<file path="config.mk">
export PLATFORM = sky130hd
export DESIGN_NAME = pkt_dma_writer
export DESIGN_NICKNAME = d
export VERILOG_FILES = /design/src/rtl/pkt_dma_pkg.sv /design/src/rtl/pkt_dma_writer.sv
export SDC_FILE = /design/constraint.sdc
export NUM_CORES = 1
export LEC_CHECK = 0
export CAP_MARGIN = 15
export CORE_ASPECT_RATIO = 1.1
export CORE_MARGIN = 2
export CORE_UTILIZATION = 40
export DETAILED_ROUTE_END_ITERATION = 6
export PLACE_DENSITY = 0.77
export SLEW_MARGIN = 20
export SYNTH_ARGS = -nofsm -noshare
export SYNTH_HDL_FRONTEND = slang
export SYNTH_SLANG_ARGS = --single-unit
</file>
<file path="constraint.sdc">
create_clock -name clock -period 2.2 [get_ports clock]
set_input_delay 0.22 -clock clock [delete_from_list [all_inputs] [get_ports clock]]
set_output_delay 0.22 -clock clock [all_outputs]
set_load 0.03 [all_outputs]
</file>
<file path="src/rtl/pkt_dma_pkg.sv">
// -----------------------------------------------------------------------------
// pkt_dma_pkg
// Shared definitions for the packet DMA writer: FSM state encoding, the
// position of the length field inside the length flit, the full byte-enable
// constant used for every memory write, and a small state-decode helper.
//
// Optional feature macro: PKT_DMA_CHECKSUM_EN
//   When defined, the CKSUM state exists and the writer appends a payload
//   checksum word after the payload. When undefined, the state is absent.
// -----------------------------------------------------------------------------
package pkt_dma_pkg;

  // Length field location inside the second (length) flit of a packet.
  localparam int LEN_LSB = 0;
  localparam int LEN_W   = 16;

  // Every memory write stores a whole 32-bit word.
  localparam logic [3:0] BE_FULL = 4'b1111;

  // Receive FSM states. CKSUM only exists when the checksum feature is built.
  typedef enum logic [2:0] {
    IDLE,
    HDR,
    LEN,
    PAYLOAD,
`ifdef PKT_DMA_CHECKSUM_EN
    CKSUM,
`endif
    DONE
  } state_t;

  // States in which a packet is in flight.
  function automatic logic isBusyState(input state_t s);
    logic busy;
    busy = 1'b0;
    case (s)
      HDR, LEN, PAYLOAD: busy = 1'b1;
`ifdef PKT_DMA_CHECKSUM_EN
      CKSUM:             busy = 1'b1;
`endif
      default:           busy = 1'b0;
    endcase
    return busy;
  endfunction

  // States in which the writer offers to take flits from the router.
  function automatic logic isFlitState(input state_t s);
    return (s == HDR) || (s == LEN) || (s == PAYLOAD);
  endfunction

endpackage

</file>
<file path="src/rtl/pkt_dma_writer.sv">
// -----------------------------------------------------------------------------
// pkt_dma_writer
// Receives a packet from a router as a stream of 32-bit flits and writes it
// into a word-addressed RAM starting at a programmable byte address.
// Packet format: header flit, length flit (payload word count in bits
// [15:0]), then that many payload flits. Every accepted header/length/payload
// flit is written in the same cycle it is accepted (zero write latency).
// Payload words beyond MAX_WORDS are swallowed without being written and flag
// an overflow. The write address wraps modulo SIZE.
//
// Optional feature macro: PKT_DMA_CHECKSUM_EN
//   When defined, a 32-bit wraparound sum of the written payload words is
//   kept and written as one extra word right after the payload.
//
// Parameters
//   MEMORY_BUS_WIDTH  flit / memory data width in bits (32)
//   SIZE              target memory size in bytes; address width is clog2(SIZE)
//   MAX_WORDS         payload words written per packet before overflow
//
// Ports
//   clock           rising-edge clock
//   reset           asynchronous active-low reset
//   flit_in         incoming flit from the router
//   flit_valid_in   flit_in is valid
//   flit_ready_out  writer can accept a flit this cycle
//   base_addr_in    receive buffer byte address, sampled with start_in
//   start_in        one-cycle pulse arming reception (ignored while busy)
//   busy_out        a packet is being received
//   done_out        a packet has completed
//   overflow_out    payload exceeded MAX_WORDS
//   checksum_out    payload checksum (0 when the feature is not built)
//   mem_enable_out  RAM write strobe
//   mem_wb_out      RAM byte enables (0 whenever no write)
//   mem_addr_out    RAM byte address
//   mem_data_out    RAM write data
// -----------------------------------------------------------------------------
module pkt_dma_writer
  import pkt_dma_pkg::*;
#(
  parameter int MEMORY_BUS_WIDTH = 32,
  parameter int SIZE             = 65536,
  parameter int MAX_WORDS        = 256,
  localparam int ADDR_W          = $clog2(SIZE)
) (
  input  logic                        clock,
  input  logic                        reset,
  input  logic [MEMORY_BUS_WIDTH-1:0] flit_in,
  input  logic                        flit_valid_in,
  output logic                        flit_ready_out,
  input  logic [ADDR_W-1:0]           base_addr_in,
  input  logic                        start_in,
  output logic                        busy_out,
  output logic                        done_out,
  output logic                        overflow_out,
  output logic [31:0]                 checksum_out,
  output logic                        mem_enable_out,
  output logic [3:0]                  mem_wb_out,
  output logic [ADDR_W-1:0]           mem_addr_out,
  output logic [MEMORY_BUS_WIDTH-1:0] mem_data_out
);

  localparam logic [ADDR_W-1:0] ADDR_STEP = ADDR_W'(4);

  // Where the FSM goes once the payload has been consumed.
`ifdef PKT_DMA_CHECKSUM_EN
  localparam state_t AFTER_DATA = CKSUM;
`else
  localparam state_t AFTER_DATA = DONE;
`endif

  state_t             r_state;
  state_t             w_nextState;
  logic [ADDR_W-1:0]  r_waddr;
  logic [LEN_W-1:0]   r_len;
  logic [LEN_W-1:0]   r_wordCnt;
  logic               r_overflow;
`ifdef PKT_DMA_CHECKSUM_EN
  logic [31:0]        r_checksum;
`endif

  logic               w_ready;
  logic               w_accept;
  logic               w_capOk;
  logic               w_lastPayload;
  logic [LEN_W-1:0]   w_lenField;
  logic               w_arm;

  // Handshake and payload bookkeeping decodes.
  assign w_ready       = isFlitState(r_state);
  assign w_accept      = w_ready && flit_valid_in;
  assign w_lenField    = flit_in[LEN_LSB +: LEN_W];
  // Payload words with index below MAX_WORDS are stored; later ones are dropped.
  assign w_capOk       = 32'(r_wordCnt) < 32'(MAX_WORDS);
  assign w_lastPayload = (r_wordCnt == (r_len - LEN_W'(1)));
  // start_in only matters when no packet is in flight.
  assign w_arm         = start_in && ((r_state == IDLE) || (r_state == DONE));

  // State register.
  always_ff @(posedge clock or negedge reset) begin
    if (!reset) begin
      r_state <= IDLE;
    end else begin
      r_state <= w_nextState;
    end
  end

  // Next-state and memory write port decode. Writes follow the accepted
  // handshake combinationally, so the RAM sees each flit in its accept cycle.
  always_comb begin
    w_nextState    = r_state;
    mem_enable_out = 1'b0;
    mem_wb_out     = '0;
    mem_addr_out   = r_waddr;
    mem_data_out   = flit_in;

    case (r_state)
      IDLE: begin
        if (start_in) w_nextState = HDR;
      end

      HDR: begin
        if (w_accept) begin
          mem_enable_out = 1'b1;
          mem_wb_out     = BE_FULL;
          w_nextState    = LEN;
        end
      end

      LEN: begin
        if (w_accept) begin
          mem_enable_out = 1'b1;
          mem_wb_out     = BE_FULL;
          w_nextState    = (w_lenField != '0) ? PAYLOAD : AFTER_DATA;
        end
      end

      PAYLOAD: begin
        if (w_accept) begin
          if (w_capOk) begin
            mem_enable_out = 1'b1;
            mem_wb_out     = BE_FULL;
          end
          if (w_lastPayload) w_nextState = AFTER_DATA;
        end
      end

`ifdef PKT_DMA_CHECKSUM_EN
      // One cycle with no flit intake: store the running sum after the payload.
      CKSUM: begin
        mem_enable_out = 1'b1;
        mem_wb_out     = BE_FULL;
        mem_data_out   = MEMORY_BUS_WIDTH'(r_checksum);
        w_nextState    = DONE;
      end
`endif

      DONE: begin
        if (start_in) w_nextState = HDR;
      end

      default: w_nextState = IDLE;
    endcase
  end

  // Write address: loaded on arm, advanced only by flit writes that actually
  // reach memory, so dropped overflow words leave it frozen. Wraps at SIZE.
  always_ff @(posedge clock or negedge reset) begin
    if (!reset) begin
      r_waddr <= '0;
    end else if (w_arm) begin
      r_waddr <= base_addr_in;
    end else if (w_accept && mem_enable_out) begin
      r_waddr <= r_waddr + ADDR_STEP;
    end
  end

  // Length capture and payload word counter. The counter restarts when the
  // length flit is taken and counts every accepted payload flit, written or not.
  always_ff @(posedge clock or negedge reset) begin
    if (!reset) begin
      r_len     <= '0;
      r_wordCnt <= '0;
    end else if (w_arm) begin
      r_len     <= '0;
      r_wordCnt <= '0;
    end else if (w_accept && (r_state == LEN)) begin
      r_len     <= w_lenField;
      r_wordCnt <= '0;
    end else if (w_accept && (r_state == PAYLOAD)) begin
      r_wordCnt <= r_wordCnt + LEN_W'(1);
    end
  end

  // Overflow flag: set by the first dropped payload word, cleared on re-arm.
  always_ff @(posedge clock or negedge reset) begin
    if (!reset) begin
      r_overflow <= 1'b0;
    end else if (w_arm) begin
      r_overflow <= 1'b0;
    end else if (w_accept && (r_state == PAYLOAD) && !w_capOk) begin
      r_overflow <= 1'b1;
    end
  end

`ifdef PKT_DMA_CHECKSUM_EN
  // Running wraparound sum of the payload words that were stored.
  always_ff @(posedge clock or negedge reset) begin
    if (!reset) begin
      r_checksum <= '0;
    end else if (w_arm) begin
      r_checksum <= '0;
    end else if (w_accept && (r_state == PAYLOAD) && w_capOk) begin
      r_checksum <= r_checksum + 32'(flit_in);
    end
  end

  assign checksum_out = r_checksum;
`else
  assign checksum_out = '0;
`endif

  // Status outputs decode straight from the state so reset clears them at once.
  assign flit_ready_out = w_ready;
  assign busy_out       = isBusyState(r_state);
  assign done_out       = (r_state == DONE);
  assign overflow_out   = r_overflow;

endmodule

</file>
==> results.cfg <==
[floorplanning]
die_x_um = 94.78
initial_utilization_pct = 41.07
io_pins = 141
die-area_um2 = 9843
dieHeight_um = 103.9
core_um2 = 8828
rows = 36

[power_and_ir_drop]
power.switching_mw = 2.434
p_comb_share_pct = 56.0
seq_power_share_pct = 31.3
vdd_drop_max_mv = 0.7151
fin_total_pwr_mw = 5.351
intPower_mw = 2.916
p_leak_nw = 1.877
switching_share_pct = 45.50
p_clk_share_pct = 12.6
pwr_density_cell_nw_per_um2 = 1205

[critical_path]
cp.required_ns = 2.39
cp-start-kind = flip-flop
cp.arrival_ns = 2.34
crit_type = reg -> reg
regToRegEndpoint = r_state[1]$_DFFE_PN0P_
end_kind = flip-flop
path_max_fanout = 4
r2r_setup_slack_ns = 0.05
crit_start = r_len[0]$_DFFE_PN0P_
critPathCapture = r_state[1]$_DFFE_PN0P_
reg2regPathDepth = 7
regToRegStartpoint = r_len[0]$_DFFE_PN0P_

[detailed_routing]
drtPass1Iterations = 4
wl_mm = 8.694
viasPerCell = 5.055
vias = 3033
antenna_left = 0
wire_per_inst_um = 14.49
drc = 0
dr.first_iter.drc_count = 235

[clock_network]
path_clk_slew_ns = 0.10
htreeDepth = 2
max-clock-path-buffers = 2
numCtsBuffers = 5
cts_tree = built
cts.sink_count = 52
clock_latency_ns = 0.31
ctsRootBufferMaster = clkbuf_8

[yosys]
synth_seq_cells = 52
avgSynthCellArea_um2 = 8.413
synthArstFlopShare_pct = 100.0
synth.distinct_cells = 48
syn_area_um2 = 3626
syn_inst = 431
ys_warn_count = 0
synth-main-ff-cell = dfrtp_1
synth-edff-count = 0
seq_area_frac_synth_pct = 35.89

[global_route]
gr-total-overflow = 0
antenna_found_initial = 0
grt_max_degree = 53
track_usage_pct = 17.51
grt_pass1_vias = 3004
grt_pass1_wl_mm = 13.98

[finish]
nNetsFinal = 540
drive_gt1_share_pct = 12.14
design_area_um2 = 4441
n_antenna_cell = 0
area_growth_syn_to_layout_pct = 22.46

[timing]
maxSlewHeadroom_pct = 66.92
clock.fmax_mhz = 464.7
worst_slew_pin_slew_ns = 0.4898
slew_violations = 0
hold_violations = 0
setup_viol_count_final = 0
finalCriticalPeriod_ns = 2.152
finClkSkew_ns = 0.003609
finalCritPeriodShare_pct = 97.82
setup_ws_ns = 0.04805

[place]
place_area_um2 = 4234
dp_hpwl_mm = 6.449
port_buffers = 76
dpl_worst_slack_ns = 0.003411
place_congestion = 0.9009

[job]
drv_cap = 0

[hold_path]
hold_class = in -> async

[outcome]
status = finished clean
## registers in the layout, summed over array words and instances, names as in the netlist
name and cells:
mem_addr_out 16, overflow_out 1, r_len 16, r_state 3
r_wordCnt 16
## Yosys cell counts, types with 2 or more instances
cell / number / area share [%]
a31oi_1: 6 / 1.0
o21ai_0: 7 / 0.97
nor2_1: 27 / 2.8
nor2b_1: 3 / 0.52
a21oi_1: 6 / 0.83
o31ai_1: 6 / 1.2
inv_1: 8 / 0.83
nor4_2: 4 / 1.4
a211oi_1: 2 / 0.41
clkbuf_1: 14 / 1.4
and2_1: 3 / 0.52
nor3_1: 7 / 0.97
and4_1: 3 / 0.72
xnor2_1: 26 / 6.3
ha_1: 3 / 1.0
nand2_1: 72 / 7.5
and3_1: 7 / 1.2
nor4_1: 7 / 1.2
nand2b_1: 2 / 0.35
xor2_1: 18 / 4.3
nand3_1: 14 / 1.9
dfrtp_1: 52 / 36
buf_4: 70 / 14
o21ai_1: 29 / 4.0
nand4b_1: 2 / 0.48
nor3b_1: 2 / 0.41
nand4_1: 10 / 1.7
## logic make-up (layout without fill, tap and decap cells)
family,after synthesis,count (layout),synth area share [%]
simple gates,170,170,23.67
buf+inv,93,117,17.08
compound gates,66,66,11.01
flops,52,52,35.89
xor+xnor,44,44,10.63
fa+ha+maj,3,3,1.035
mux,2,2,0.5866
other cells,1,32,0.1034
## placed cells by master, fill, tap and decap left out, drive strengths merged, types with 3 or more instances in the layout
cell type	netlist	layout
and4	3	3
a21oi	6	6
nor4	11	11
nor2	27	27
nand2	72	72
and3	7	7
xor2	18	18
nand4	10	10
o21ai	36	36
nand3	14	14
ha	3	3
conb	1	32
inv	8	8
clkbuf	14	5
xnor2	26	26
nor2b	3	3
and2	3	3
buf	71	30
clkdlybuf4s50	0	70
dfrtp	52	52
nor3	8	8
a31oi	6	6
o31ai	6	6
## critical path, stage by stage (launching register included)
cell and delay, ns:
dfrtp_2 0.43, buf_4 0.16, nor4_4 0.34, nand2_1 0.15, a2111oi_0 0.39, nand4_1 0.19
nor3_2 0.26, a221oi_1 0.11
## metrics by stage
step	cells	TNS [ns]	hold WS, ns	utilization, %
4_1_cts	598	0	0.4247	49.39
2_1_floorplan	462	0	-0.07559	-
3_3_place_gp	589	0	0.2307	47.96
3_5_place_dp	589	0	0.2373	47.96
5_1_grt	600	-0.02052	0.4329	50.30
6_report	600	0	0.3969	50.30
## cell type report
| type | instances | area [µm²] |
|---|---|---|
| clock inverter | 3 | 42.54 |
| clock buffer | 5 | 68.82 |
| timing repair buffer | 101 | 958.4 |
| tap | 114 | 142.6 |
| inverter | 8 | 30.03 |
| sequential | 52 | 1305 |
| multi-input combinational | 317 | 1893 |
| fill | 833 | 4388 |
## metal layers
| metal | vias up | GRT usage [%] | share of wire (%) |
|---|---|---|---|
| met3 | 9 | 3.116 | 5.2 |
| li1 | 1483 | - | - |
| met5 | - | 0 | 0 |
| met2 | 90 | 30.95 | 52 |
| met4 | 0 | 4.762 | 1.0 |
| met1 | 1451 | 21.59 | 42 |
## worst min path at each step
stage,startpoint,endpoint,slack (ns),cells past startpoint
floorplan,reset,mem_addr_out[0]$_DFFE_PN0P_,-0.08,0
detailed placement,reset,mem_addr_out[2]$_DFFE_PN0P_,0.24,2
global route,base_addr_in[5],mem_addr_out[5]$_DFFE_PN0P_,0.43,3
CTS,reset,mem_addr_out[2]$_DFFE_PN0P_,0.42,3
global placement,reset,mem_addr_out[2]$_DFFE_PN0P_,0.23,2
finish,reset,mem_addr_out[2]$_DFFE_PN0P_,0.40,3
## power by group through the flow
stage	Combinational (mW)	Sequential, mW	Clock, mW
4_1_cts	2.89	1.66	0.689
5_1_grt	3.24	1.73	0.736
3_3_place_gp	2.79	1.66	0
6_report	3.00	1.68	0.675
2_1_floorplan	1.79	1.84	0
3_5_place_dp	2.86	1.66	0
## timing repair
action / 4_1_cts / 5_1_grt
gates resized for setup: 1 / 13
pin swaps: 1 / 5
hold buffers: 1 / 0
setup endpoints to repair: 2 / 8
hold endpoints to repair: 52 / 0
setup buffers: 0 / 2
(Power assumes the default switching activity.)
